### src/rtl/omem_write_serializer_pkg.sv
// Shared definitions for the OMEM write serializer: word width, row derivation, drain states.
// OMEM_WRITE_MASK_EN: when defined, words whose address word is all ones are skipped.
package omem_write_serializer_pkg;

    localparam int unsigned WORD_W_DEF = 32;
    localparam int unsigned ROW_WORDS  = 3;

    // Masked address is a word of all ones, whatever the word width.
    localparam logic MASK_FILL = 1'b1;

`ifdef OMEM_WRITE_MASK_EN
    localparam bit MASK_EN = 1'b1;
`else
    localparam bit MASK_EN = 1'b0;
`endif

    typedef enum logic [1:0] {
        StIdle,
        StReq,
        StNext
    } drain_state_e;

    function automatic int unsigned row_width(input int unsigned word_w);
        return ROW_WORDS * word_w;
    endfunction

endpackage

### src/rtl/omem_row_fifo.sv
// Synchronous row FIFO with async active-high reset; a pop in the same cycle frees a full slot.
module omem_row_fifo #(
    parameter int unsigned DEPTH = 4,
    parameter int unsigned WIDTH = 192
) (
    input  logic                     clk,
    input  logic                     rst,
    input  logic                     push,
    input  logic                     pop,
    input  logic [WIDTH-1:0]         wdata,
    output logic [WIDTH-1:0]         rdata,
    output logic                     full,
    output logic                     empty,
    output logic [$clog2(DEPTH):0]   count
);

    localparam int unsigned PTR_W = $clog2(DEPTH);
    localparam int unsigned CNT_W = PTR_W + 1;

    logic [WIDTH-1:0] mem_q [DEPTH];
    logic [PTR_W-1:0] wptr_q, rptr_q;
    logic [CNT_W-1:0] count_q;
    logic             do_push, do_pop;

    assign full    = (count_q == CNT_W'(DEPTH));
    assign empty   = (count_q == '0);
    assign count   = count_q;
    assign rdata   = mem_q[rptr_q];
    assign do_pop  = pop && !empty;
    assign do_push = push && (!full || do_pop);

    always_ff @(posedge clk or posedge rst) begin
        if (rst) begin
            wptr_q  <= '0;
            rptr_q  <= '0;
            count_q <= '0;
        end else begin
            if (do_push) wptr_q <= wptr_q + 1'b1;
            if (do_pop)  rptr_q <= rptr_q + 1'b1;
            if (do_push && !do_pop)      count_q <= count_q + 1'b1;
            else if (do_pop && !do_push) count_q <= count_q - 1'b1;
        end
    end

    always_ff @(posedge clk) begin
        if (do_push) mem_q[wptr_q] <= wdata;
    end

endmodule

### src/rtl/omem_write_serializer.sv
// Buffers 3-word OMEM row writes from the IO station and drains them as single-word
// request/ack writes. OMEM_WRITE_MASK_EN: skip words with an all-ones address.
module omem_write_serializer
    import omem_write_serializer_pkg::*;
#(
    parameter int unsigned DEPTH  = 4,
    parameter int unsigned WORD_W = WORD_W_DEF
) (
    input  logic                    Clock,
    input  logic                    Reset,
    input  logic [3*WORD_W-1:0]     iOMEMWriteAddress,
    input  logic [3*WORD_W-1:0]     iOMEMWriteData,
    input  logic                    iOMEMWriteEnable,
    output logic [WORD_W-1:0]       oMEMAddress,
    output logic [WORD_W-1:0]       oMEMData,
    output logic                    oMEMWriteRequest,
    input  logic                    iMEMWriteAck,
    output logic                    oFull,
    output logic                    oEmpty,
    output logic                    oOverflow
);

    localparam int unsigned ROW_W = row_width(WORD_W);
    localparam int unsigned CNT_W = $clog2(DEPTH) + 1;

    logic [1:0]         phase_q;
    logic               push, pop, fifo_full, fifo_empty, overflow_q;
    logic [CNT_W-1:0]   fifo_count;
    logic [2*ROW_W-1:0] head;
    logic [ROW_W-1:0]   head_addr, head_data;
    logic [WORD_W-1:0]  word_addr, word_data;
    logic               word_skip;
    drain_state_e       state_q, state_d;
    logic [1:0]         k_q, k_d;

    always_ff @(posedge Clock or posedge Reset) begin
        if (Reset) begin
            phase_q <= '0;
        end else if (!iOMEMWriteEnable || phase_q == 2'd2) begin
            phase_q <= '0;
        end else begin
            phase_q <= phase_q + 2'd1;
        end
    end

    assign push = iOMEMWriteEnable && (phase_q == 2'd0);

    always_ff @(posedge Clock or posedge Reset) begin
        if (Reset) begin
            overflow_q <= 1'b0;
        end else if (push && fifo_full && !pop) begin
            overflow_q <= 1'b1;
        end
    end

    omem_row_fifo #(
        .DEPTH (DEPTH),
        .WIDTH (2 * ROW_W)
    ) u_fifo (
        .clk   (Clock),
        .rst   (Reset),
        .push  (push),
        .pop   (pop),
        .wdata ({iOMEMWriteAddress, iOMEMWriteData}),
        .rdata (head),
        .full  (fifo_full),
        .empty (fifo_empty),
        .count (fifo_count)
    );

    assign head_addr = head[2*ROW_W-1:ROW_W];
    assign head_data = head[ROW_W-1:0];

    // Word 0 lives in the most significant slice of a row.
    always_comb begin
        case (k_q)
            2'd0: begin
                word_addr = head_addr[3*WORD_W-1:2*WORD_W];
                word_data = head_data[3*WORD_W-1:2*WORD_W];
            end
            2'd1: begin
                word_addr = head_addr[2*WORD_W-1:WORD_W];
                word_data = head_data[2*WORD_W-1:WORD_W];
            end
            default: begin
                word_addr = head_addr[WORD_W-1:0];
                word_data = head_data[WORD_W-1:0];
            end
        endcase
    end

    assign word_skip = MASK_EN && (word_addr == {WORD_W{MASK_FILL}});

    always_ff @(posedge Clock or posedge Reset) begin
        if (Reset) begin
            state_q <= StIdle;
            k_q     <= '0;
        end else begin
            state_q <= state_d;
            k_q     <= k_d;
        end
    end

    // A push seen in IDLE/NEXT starts the drain so the first request follows the capture cycle.
    always_comb begin
        state_d = state_q;
        k_d     = k_q;
        pop     = 1'b0;
        case (state_q)
            StIdle: begin
                if (!fifo_empty || push) begin
                    state_d = StReq;
                    k_d     = '0;
                end
            end
            StReq: begin
                if (word_skip || iMEMWriteAck) begin
                    if (k_q == 2'd2) begin
                        pop     = 1'b1;
                        state_d = StNext;
                        k_d     = '0;
                    end else begin
                        k_d = k_q + 2'd1;
                    end
                end
            end
            StNext: begin
                state_d = (!fifo_empty || push) ? StReq : StIdle;
                k_d     = '0;
            end
            default: state_d = StIdle;
        endcase
    end

    always_comb begin
        oMEMWriteRequest = 1'b0;
        oMEMAddress      = '0;
        oMEMData         = '0;
        if (state_q == StReq && !word_skip) begin
            oMEMWriteRequest = 1'b1;
            oMEMAddress      = word_addr;
            oMEMData         = word_data;
        end
    end

    assign oFull     = fifo_full;
    assign oEmpty    = (fifo_count == '0) && (state_q == StIdle);
    assign oOverflow = overflow_q;

endmodule
### config.mk
export PLATFORM = sky130hd
export DESIGN_NAME = omem_write_serializer
export DESIGN_NICKNAME = d
export VERILOG_FILES = /design/src/rtl/omem_write_serializer_pkg.sv /design/src/rtl/omem_row_fifo.sv /design/src/rtl/omem_write_serializer.sv
export SDC_FILE = /design/constraint.sdc
export NUM_CORES = 1
export LEC_CHECK = 0
export BUFFER_PORTS_ARGS = -buffer_cell sky130_fd_sc_hd__buf_2
export CAP_MARGIN = 0
export CORE_MARGIN = 5
export CORE_UTILIZATION = 40
export DETAILED_ROUTE_END_ITERATION = 6
export PLACE_DENSITY = 0.59
export SLEW_MARGIN = 20
export SYNTH_ARGS = -nofsm -noshare
export SYNTH_HDL_FRONTEND = slang
export SYNTH_HIERARCHICAL = 1
export SYNTH_SLANG_ARGS = --single-unit
### constraint.sdc
create_clock -name Clock -period 18.4 [get_ports Clock]
set_input_delay 1.84 -clock Clock [delete_from_list [all_inputs] [get_ports Clock]]
set_output_delay 1.84 -clock Clock [all_outputs]
set_load 0.005 [all_outputs]
==> results.cfg, run 1 <==
[sta]
setup_ws_ps = 12120
setup_tns_ps = 0
finalSetupViolations = 0
finalCritPeriodShare_pct = 34.1
fmax_mhz = 159
fin_crit_ps = 6280
finalHoldViolations = 0
grt_setup_unrepaired = false
relSlewSlack_pct = 27.6
worst_slew_pin_slew_ps = 1090
finalClockSkew_ps = 14.7
drv_slew = 0

[drt]
avgViaCountPerCell = 5.27
ant_nets = 0
vias = 13900
first_pass_iters = 4
post_drt_wl_per_cell_um = 24.6
drt_wl_total_um = 65000
drtIter0Drc = 819
drc = 0

[setup_path]
slowest_stage = buf_4
criticalPathCategory = reg -> out
crit_path_cell_trace = buf_4, buf_4, mux4_2, mux2_2, mux2i_1, nor2_1, buf_2
required_ps = 16560
slowest_delay_ps = 840
path_buf_inv = 3
cp_max_fo = 42
critical_path_cell_count = 7
crit_arrival_ps = 4440
cp-endpoint = oMEMData[0]
cp_common_cell = buf_4
rrSetupSlack_ps = 14070
rr_worst_depth = 8
crit_family = buffers and inverters
reg2reg_from = state_q[0]
critical_path.startpoint = u_fifo/rptr_q[0]
start_kind = flop
rr_endpoint = u_fifo/mem_q[0][170]
cp-end-kind = primary output

[logic_synthesis]
postSynthAreaPerCell_um2 = 23.5
ys_types = 34
netlist_area_um2 = 30300
ys_warn_count = 6
synth_seq_cells = 782
synth_nets = 1494
ys_seq_area_share_pct = 77.4
netlist_instances = 1290

[clock_network]
clk_pin_slew_ps = 60
cts_buffer_depth = 3
cts_resized = 0
clockRootBuffer = clkbuf_16
cts_buffers = 83
clkSinkCount = 782
h-tree-depth = 3
ctsHoldBuffers = 0
cts_setup_buffers = 0
tritoncts = done
insertion_delay_ps = 600

[grt]
grt_usage_pct = 15.9
antenna_found_initial = 35
grt_max_degree = 135
overflow = 0
grt_pass1_vias = 15000
grt_pass1_wl_um = 97400

[placed_design]
dp_hpwl_um = 37500
place_congestion = 0.715
port_buffers = 263
dp_slack_ps = 12330

[run_status]
status = completed

[finish]
final_layout_size_suffix_gt1_share_pct = 39.9
area_growth_pct = 16.3
multiInputGateArea_um2 = 6360
fillers = 6177
nets = 1795
ff_latch_area_um2 = 23400

[floorplanning]
start_util_pct = 40.5
num_rows = 100
die-area_um2 = 81300
core_area_um2 = 74700
pin_count = 264
fp.dieW_um = 285
dieHeight_um = 285

[pwr]
p_leak_nw = 11.6
irDropWorstVdd_mv = 0.0973
p_per_area_nw_per_um2 = 156

[run]
drv_cap = 0

[hold_path]
hp-class = reg -> reg
worstHoldStart = phase_q[0]
-- cell type report --
type | instances | area share, %
sequential | 782 | 66.6
multi-input combinational | 432 | 18.1
clock buffer | 106 | 6.39
timing repair buffer | 282 | 4.28
tap | 969 | 3.45
clock inverter | 43 | 1.01
inverter | 10 | 0.107
antenna | 14 | 0.0996
-- state kept, by name (all words and copies together) (netlist names) --
name,cells
k_q,2
oOverflow,1
phase_q,2
state_q,2
u_fifo/count,3
u_fifo/mem_q,768
u_fifo/rptr_q,2
u_fifo/wptr_q,2
-- layout by cell type, fill, tap and decap left out, drive strengths merged, types with 2 or more instances in the layout --
cell type | netlist | final
edfxtp | 768 | 768
buf | 58 | 282
mux4 | 192 | 192
clkbuf | 8 | 106
nor2 | 66 | 66
mux2 | 66 | 66
mux2i | 64 | 64
clkinv | 0 | 33
diode | 0 | 14
dfrtp | 14 | 14
inv | 10 | 11
ha | 7 | 7
and2 | 7 | 7
bufinv | 0 | 6
xnor2 | 4 | 4
clkinvlp | 0 | 3
nand2b | 3 | 3
and3b | 2 | 2
nor3b | 2 | 2
a31oi | 2 | 2
nand3 | 2 | 2
o21ai | 2 | 2
xor2 | 2 | 2
a21boi | 2 | 2
-- per-layer routing --
| layer | wire, um | track usage (%) | vias to the layer above | share of wire [%] |
|---|---|---|---|---|
| met5 | 162 | 0 | - | 0.25 |
| met4 | 1200 | 3.98 | 24 | 1.8 |
| met3 | 4660 | 4.78 | 114 | 7.2 |
| met2 | 30600 | 25.0 | 365 | 47 |
| met1 | 28400 | 22.0 | 7373 | 44 |
| li1 | - | - | 6038 | - |
-- where the power goes --
group / switching, mW / internal (mW)
Clock: 0.651 / 0.944
Sequential: 0.108 / 2.23
Combinational: 0.792 / 0.748
Total: 1.55 / 3.92
-- cell usage after synthesis --
cell,count,area share (%)
edfxtp_1,768,76
mux4_2,192,14
nor2_1,66,0.82
mux2i_1,64,2.1
mux2_2,59,2.2
buf_2,28,0.46
buf_6,22,0.82
dfrtp_1,14,1.2
inv_1,10,0.12
clkbuf_1,8,0.099
and2_1,7,0.14
ha_1,7,0.29
mux2_4,7,0.35
buf_4,6,0.15
xnor2_1,4,0.12
nand2b_1,3,0.062
a31oi_1,2,0.041
and3b_1,2,0.058
buf_1,2,0.025
nand3_1,2,0.033
nor3b_1,2,0.050
o21ai_0,2,0.033
xor2_1,2,0.058
a21boi_0,1,0.025
a21boi_2,1,0.037
and4b_1,1,0.033
fa_1,1,0.066
nand2_1,1,0.012
nand3b_1,1,0.025
nor3_1,1,0.017
nor4bb_1,1,0.033
o21bai_1,1,0.025
o22ai_1,1,0.021
or4_1,1,0.025
-- how the worst min path moves through the flow --
| stage | slack [ps] | cells past startpoint | end |
|---|---|---|---|
| 2_1_floorplan | 410 | 1 | phase_q[0] |
| 3_3_place_gp | 420 | 1 | phase_q[0] |
| 3_5_place_dp | 430 | 1 | phase_q[0] |
| 4_1_cts | 430 | 1 | phase_q[0] |
| 5_1_grt | 460 | 1 | phase_q[0] |
| 6_report | 430 | 1 | phase_q[0] |
-- cells by family (layout without fill, tap and decap cells) --
logic type / after synthesis / in the layout / share of synthesized area (%)
mux: 322 / 322 / 18.9
xor+xnor: 6 / 6 / 0.174
compound gates: 8 / 8 / 0.182
flops: 782 / 782 / 77.4
buf+inv: 76 / 441 / 1.68
simple gates: 88 / 88 / 1.31
fa+ha+maj: 8 / 8 / 0.356
other cells: 0 / 14 / 0
-- per-stage QoR --
stage	hold slack, ps	utilization (%)	std cells	cell area [um2]	power, mW
3_5_place_dp	426	43.6	2475	32500	3.97
4_1_cts	433	47.1	2624	35200	5.59
3_3_place_gp	417	43.5	2474	32500	3.96
6_report	427	47.1	2638	35200	5.47
2_1_floorplan	407	-	1290	30300	3.49
5_1_grt	459	47.1	2627	35200	5.77
(Power assumes the default switching activity.)
==> run 2: changes to the inputs <==
Settings changed: ABC_AREA set to 1, PLACE_DENSITY 0.59 to 0.61.
Clock period 18.4 ns to 5.3 ns, I/O delays scaled along.
==> run 2 against run 1 <==
Non-clock buffer count rose by 12. First-iteration DRC count is 96% higher. Core utilization fell by 0.41 points.
==> results.cfg, run 2 <==
[setup_path]
criticalPathCategory = reg -> out
crit_path_cell_trace = clkinv_8, buf_4, o21ai_0, o21ai_1, nand2_1, nand3_1, nand2_1, inv_1, buf_2
slowest_delay_ps = 720
start_kind = flop
rrSetupSlack_ps = 1900
reg2reg_from = k_q[1]
cp_max_fo = 215
crit_arrival_ps = 3550
slowest_stage = dfrtp_4
cp-end-kind = primary output
cp_common_cell = nand2_1
rr_endpoint = u_fifo/mem_q[0][62]
required_ps = 4770
rr_worst_depth = 7

[logic_synthesis]
synth_seq_cells = 782
netlist_instances = 2569
synthFlopType = edfxtp_1
ys_types = 25
ys_seq_area_share_pct = 74.8
yosys.area.top_type = edfxtp_1
synthArstFlopShare_pct = 1.79
synth_common_cells = 768 x edfxtp_1, 583 x nor2_1, 312 x o21ai_1, 293 x nand2_1, 264 x o21ai_0
netlist_area_um2 = 31300
yosys-top-cells-area = edfxtp_1 74%, nor2_1 7.0%, o21ai_1 5.0%
postSynthAreaPerCell_um2 = 12.2
synth.top_cell.area_share_pct = 73.7
synth_nets = 2773
yosysMostFrequentCell = edfxtp_1
ys_warn_count = 6
synth_edf_count = 768

[finish]
final_layout_size_suffix_gt1_share_pct = 14.4
largest_reg_flops = 768
area_growth_pct = 15.6
layout_common_cells = 768 x edfxtp_1, 579 x nor2_1, 312 x o21ai_1
final_common_cell = edfxtp_1
largest-register = u_fifo/mem_q
nets = 2997

[placed_design]
place_congestion = 0.787
dp_hpwl_um = 44100
port_buffers = 263

[clock_network]
clkSinkCount = 782
cts_buffers = 82
tritoncts = done
cts_setup_buffers = 0
insertion_delay_ps = 620
cts_buffer_depth = 3
ctsHoldBuffers = 1
clockRootBuffer = clkbuf_16
cts_resized = 0
clk_pin_slew_ps = 60
h-tree-depth = 3

[floorplanning]
start_util_pct = 40.4
dieHeight_um = 290
core_area_um2 = 77500
die-area_um2 = 83900
pin_count = 264
fp.dieW_um = 290
num_rows = 102

[grt]
grt_usage_pct = 17.9
busiest_layer = met2
grt_pass1_wl_um = 116000
grt.met2_usage_pct = 29.5
met3_usage_pct = 4.15
use_met1_pct = 23.5
grt_pass1_vias = 19400
grt_max_degree = 216
antenna_found_initial = 40
overflow = 0

[pwr]
p_leak_nw = 13.1
p_sw_mw = 6.74
total_power_mw = 19.5
p_seq_share_pct = 40.7
p_per_area_nw_per_um2 = 540
clock_power_share_pct = 28.3
combPwrFrac_pct = 30.9
irDropWorstVdd_mv = 0.275
p_int_mw = 12.8
sw_frac_of_total_pct = 34.5

[drt]
ant_nets = 0
drt_wl_total_um = 76700
post_drt_wl_per_cell_um = 19.6
avgViaCountPerCell = 5.10
vias = 20000
drtIter0Drc = 1608
drc = 0
first_pass_iters = 5

[sta]
finalClockSkew_ps = 18.3
fin_crit_ps = 4080
grt_setup_unrepaired = false
relSlewSlack_pct = 24.9
worst_hold_slack_ps = 123
worst_slew_pin_slew_ps = 1130
finalCritPeriodShare_pct = 77.0
drv_slew = 0
fmax_mhz = 245
finalHoldViolations = 0
finalSetupViolations = 0

[run_status]
status = completed

[hold_path]
hp-class = in -> reg
min_to = u_fifo/mem_q[2][163]
worstHoldStart = iOMEMWriteAddress[67]
holdPathStages = 1

[run]
drv_cap = 0
## run 2: cell count changes after synthesis, moves of 8 or more
| cell | before | now |
|---|---|---|
| buf_2 | 28 | 76 |
| buf_4 | 6 | 14 |
| buf_6 | 22 | 11 |
| clkbuf_1 | 8 | 51 |
| inv_1 | 10 | 86 |
| mux2_2 | 59 | 0 |
| mux2i_1 | 64 | 0 |
| mux4_2 | 192 | 0 |
| nand2_1 | 1 | 293 |
| nand3_1 | 2 | 73 |
| nor2_1 | 66 | 583 |
| o21ai_0 | 2 | 264 |
| o21ai_1 | 0 | 312 |
## run 2: power by group through the flow
| stage | Clock (mW) | Sequential (mW) | Combinational (mW) |
|---|---|---|---|
| finish | 5.54 | 7.96 | 6.05 |
| global placement | 0 | 8.05 | 6.03 |
| CTS | 5.68 | 7.96 | 6.15 |
| global route | 5.94 | 8.02 | 6.83 |
| detailed placement | 0 | 8.09 | 6.12 |
| floorplan | 0 | 8.10 | 4.13 |
## run 2: critical path, delay by kind of cell (launching register included)
family,cells,cell delay (ps)
simple gates,3,340
flops,1,720
buf+inv,4,1340
compound gates,2,280
## run 2: worst max path at each step
| stage | start | endpoint | slack, ps | cells after the start |
|---|---|---|---|---|
| 6_report | u_fifo/rptr_q[0] | oMEMAddress[27] | 1220 | 9 |
| 5_1_grt | u_fifo/rptr_q[0] | oMEMData[1] | 970 | 9 |
| 4_1_cts | k_q[1] | oMEMData[26] | 1170 | 8 |
| 3_5_place_dp | k_q[1] | oMEMData[29] | 1850 | 8 |
| 3_3_place_gp | k_q[1] | oMEMData[29] | 1890 | 8 |
| 2_1_floorplan | k_q[1] | u_fifo/mem_q[0][0] | -1500 | 8 |
## run 2: final cells by class
| type | instances | area [um2] |
|---|---|---|
| clock buffer | 105 | 2180 |
| antenna | 21 | 52.6 |
| sequential | 782 | 23400 |
| multi-input combinational | 1544 | 6750 |
| clock inverter | 46 | 423 |
| inverter | 89 | 355 |
| timing repair buffer | 294 | 1690 |
| tap | 1040 | 1300 |
| fill | 6926 | 41300 |
## run 2: routing by layer
layer	vias to the layer above	share of wire (%)
li1	9506	-
met1	9803	42
met2	549	49
met3	120	6.4
met4	18	2.4
met5	-	0.16
## run 2: cell families (layout without fill, tap and decap cells)
family	after synthesis	after routing	share of synthesized area [%]
buf+inv	243	534	3.71
flops	782	782	74.8
xor+xnor	1	1	0.0280
simple gates	958	958	11.9
compound gates	577	577	9.23
other cells	0	21	0
fa+ha+maj	8	8	0.344
## run 2: through the flow
| step | instances | util [%] | area (um2) | setup TNS, ps | setup WS (ps) |
|---|---|---|---|---|---|
| finish | 3921 | 46.7 | 36200 | 0 | 1220 |
| global route | 3913 | 46.7 | 36200 | 0 | 969 |
| CTS | 3900 | 46.6 | 36100 | 0 | 1170 |
| detailed placement | 3748 | 43.3 | 33500 | 0 | 1850 |
| global placement | 3748 | 43.3 | 33500 | 0 | 1890 |
| floorplan | 2569 | - | 31300 | -1151790 | -1500 |
==> run 3: changes to the inputs <==
Settings changed: ABC_AREA 1 to 0.
Clock period 5.3 ns to 3.4 ns, I/O delays scaled along.
==> run 3 against run 2 <==
Cell count decreased by 26%. Clock power increased by 51%. Largest power group unchanged. Final area increased by 4.9%. Sequential power increased by 56%. Total power increased by 55%. Setup slack got worse by 980 ps. Critical path type unchanged.
==> results.cfg, run 3 (synthesized netlist as in run 1, its figures left out) <==
[sta]
relSlewSlack_pct = 52.7
finalHoldViolations = 0
drv_slew = 0
finalSetupViolations = 0
fmax_mhz = 317
worst_slew_pin_slew_ps = 710
worst_hold_slack_ps = 139
fin_crit_ps = 3160
grt_setup_unrepaired = false
finalCritPeriodShare_pct = 92.8
finalClockSkew_ps = 13.8
setup_tns_ps = 0

[drt]
drc = 0
vias = 14900
ant_nets = 0
first_pass_iters = 4
drtIter0Drc = 1057
avgViaCountPerCell = 5.17
drt_wl_total_um = 65300
post_drt_wl_per_cell_um = 22.6

[hold_path]
hp-class = in -> reg
holdPathStages = 4

[finish]
largest_reg_flops = 768
largest-register = u_fifo/mem_q
area_growth_pct = 25.3
final_layout_size_suffix_gt1_share_pct = 37.9
final_common_cell = edfxtp_1
fillers = 5916
postLayoutCoreUtil_pct = 50.8
layout_common_cells = 768 x edfxtp_1, 263 x buf_2, 194 x dlygate4sd3_1
nets = 2053

[pwr]
p_int_mw = 21.7
irDropWorstVdd_mv = 0.586
p_seq_share_pct = 41.0
clock_power_share_pct = 27.6
p_leak_nw = 12.8
total_power_mw = 30.3
p_per_area_nw_per_um2 = 798
combPwrFrac_pct = 31.5
p_sw_mw = 8.54
sw_frac_of_total_pct = 28.2

[setup_path]
required_ps = 3060
slowest_delay_ps = 530
cp_max_fo = 15
cp-endpoint = oMEMAddress[22]
crit_family = multiplexers
critical_path.startpoint = u_fifo/rptr_q[0]
crit_arrival_ps = 2820
critical_path_cell_count = 7
rr_worst_depth = 7
criticalPathCategory = reg -> out
crit_path_cell_trace = buf_16, buf_4, mux4_2, mux2_2, mux2i_1, nor2_1, buf_2
rrSetupSlack_ps = 690
path_buf_inv = 3
cp-end-kind = primary output
slowest_stage = dfrtp_4
start_kind = flop
reg2reg_from = k_q[0]
rr_endpoint = u_fifo/mem_q[1][38]

[floorplanning]
dieHeight_um = 285
pin_count = 264
start_util_pct = 40.5
fp.dieW_um = 285
num_rows = 100
core_area_um2 = 74700
die-area_um2 = 81300

[grt]
grt_pass1_wl_um = 99600
grt_pass1_vias = 16500
grt_usage_pct = 15.8
overflow = 0
grt_max_degree = 69
antenna_found_initial = 12

[clock_network]
clockRootBuffer = clkbuf_16
clkSinkCount = 782
cts_buffers = 81
insertion_delay_ps = 610
cts_buffer_depth = 3
clk_pin_slew_ps = 60
h-tree-depth = 3
tritoncts = done

[run_status]
status = completed

[placed_design]
place_congestion = 0.717
port_buffers = 263
dp_hpwl_um = 38700

[run]
drv_cap = 0
## run 3: worst min-delay path by stage
stage,slack (ps),start,endpoint
after global routing,120,iMEMWriteAck,k_q[1]
after CTS,80,iMEMWriteAck,k_q[0]
after global placement,300,Reset,phase_q[0]
after floorplan,140,Reset,k_q[0]
after detailed placement,310,Reset,phase_q[1]
final,140,iMEMWriteAck,k_q[0]
## run 3: cell type report
| class | count | area, um2 | area share [%] |
|---|---|---|---|
| antenna | 11 | 27.5 | 0.0726 |
| clock buffer | 107 | 2160 | 5.68 |
| clock inverter | 36 | 347 | 0.914 |
| inverter | 10 | 37.5 | 0.0990 |
| multi-input combinational | 432 | 6360 | 16.8 |
| sequential | 782 | 23400 | 61.8 |
| tap | 969 | 1210 | 3.20 |
| timing repair buffer | 542 | 4360 | 11.5 |
## run 3: stage by stage
step / std cells / instance area (um2) / setup WS [ps]
2_1_floorplan: 1290 / 30300 / -722
3_3_place_gp: 2531 / 33300 / 718
3_5_place_dp: 2531 / 33300 / 672
4_1_cts: 2868 / 37800 / 22.8
5_1_grt: 2882 / 37900 / 70.1
6_report: 2889 / 37900 / 243
## run 3: worst register-to-register path: cells and delay by family, from the launching register on
kind | cells | cell delay, ps
AND/OR/NAND/NOR | 3 | 900
AO/OA/AOI/OAI | 1 | 390
flip-flops | 1 | 490
buffers and inverters | 3 | 620
## run 3: repair_timing
action,4_1_cts,5_1_grt
setup buffers,0,7
setup endpoints to repair,0,16
hold endpoints to repair,784,0
hold buffers,194,0
gates resized for setup,0,2
## run 3: power by group through the flow
stage	Sequential, mW	Combinational [mW]	Clock (mW)
after floorplan	12.5	6.20	0
after global placement	12.5	9.26	0
after detailed placement	12.6	9.30	0
after CTS	12.4	9.52	8.60
after global routing	12.5	10.3	9.02
final	12.4	9.52	8.34
## run 3: routing by layer
layer  up-vias  routed length, um  track usage (%)
li1       6561                  -                -
met1      7836              27900             21.7
met2       417              32200             26.2
met3        97               3810             3.69
met4        12               1280             3.52
met5         -                 80                0
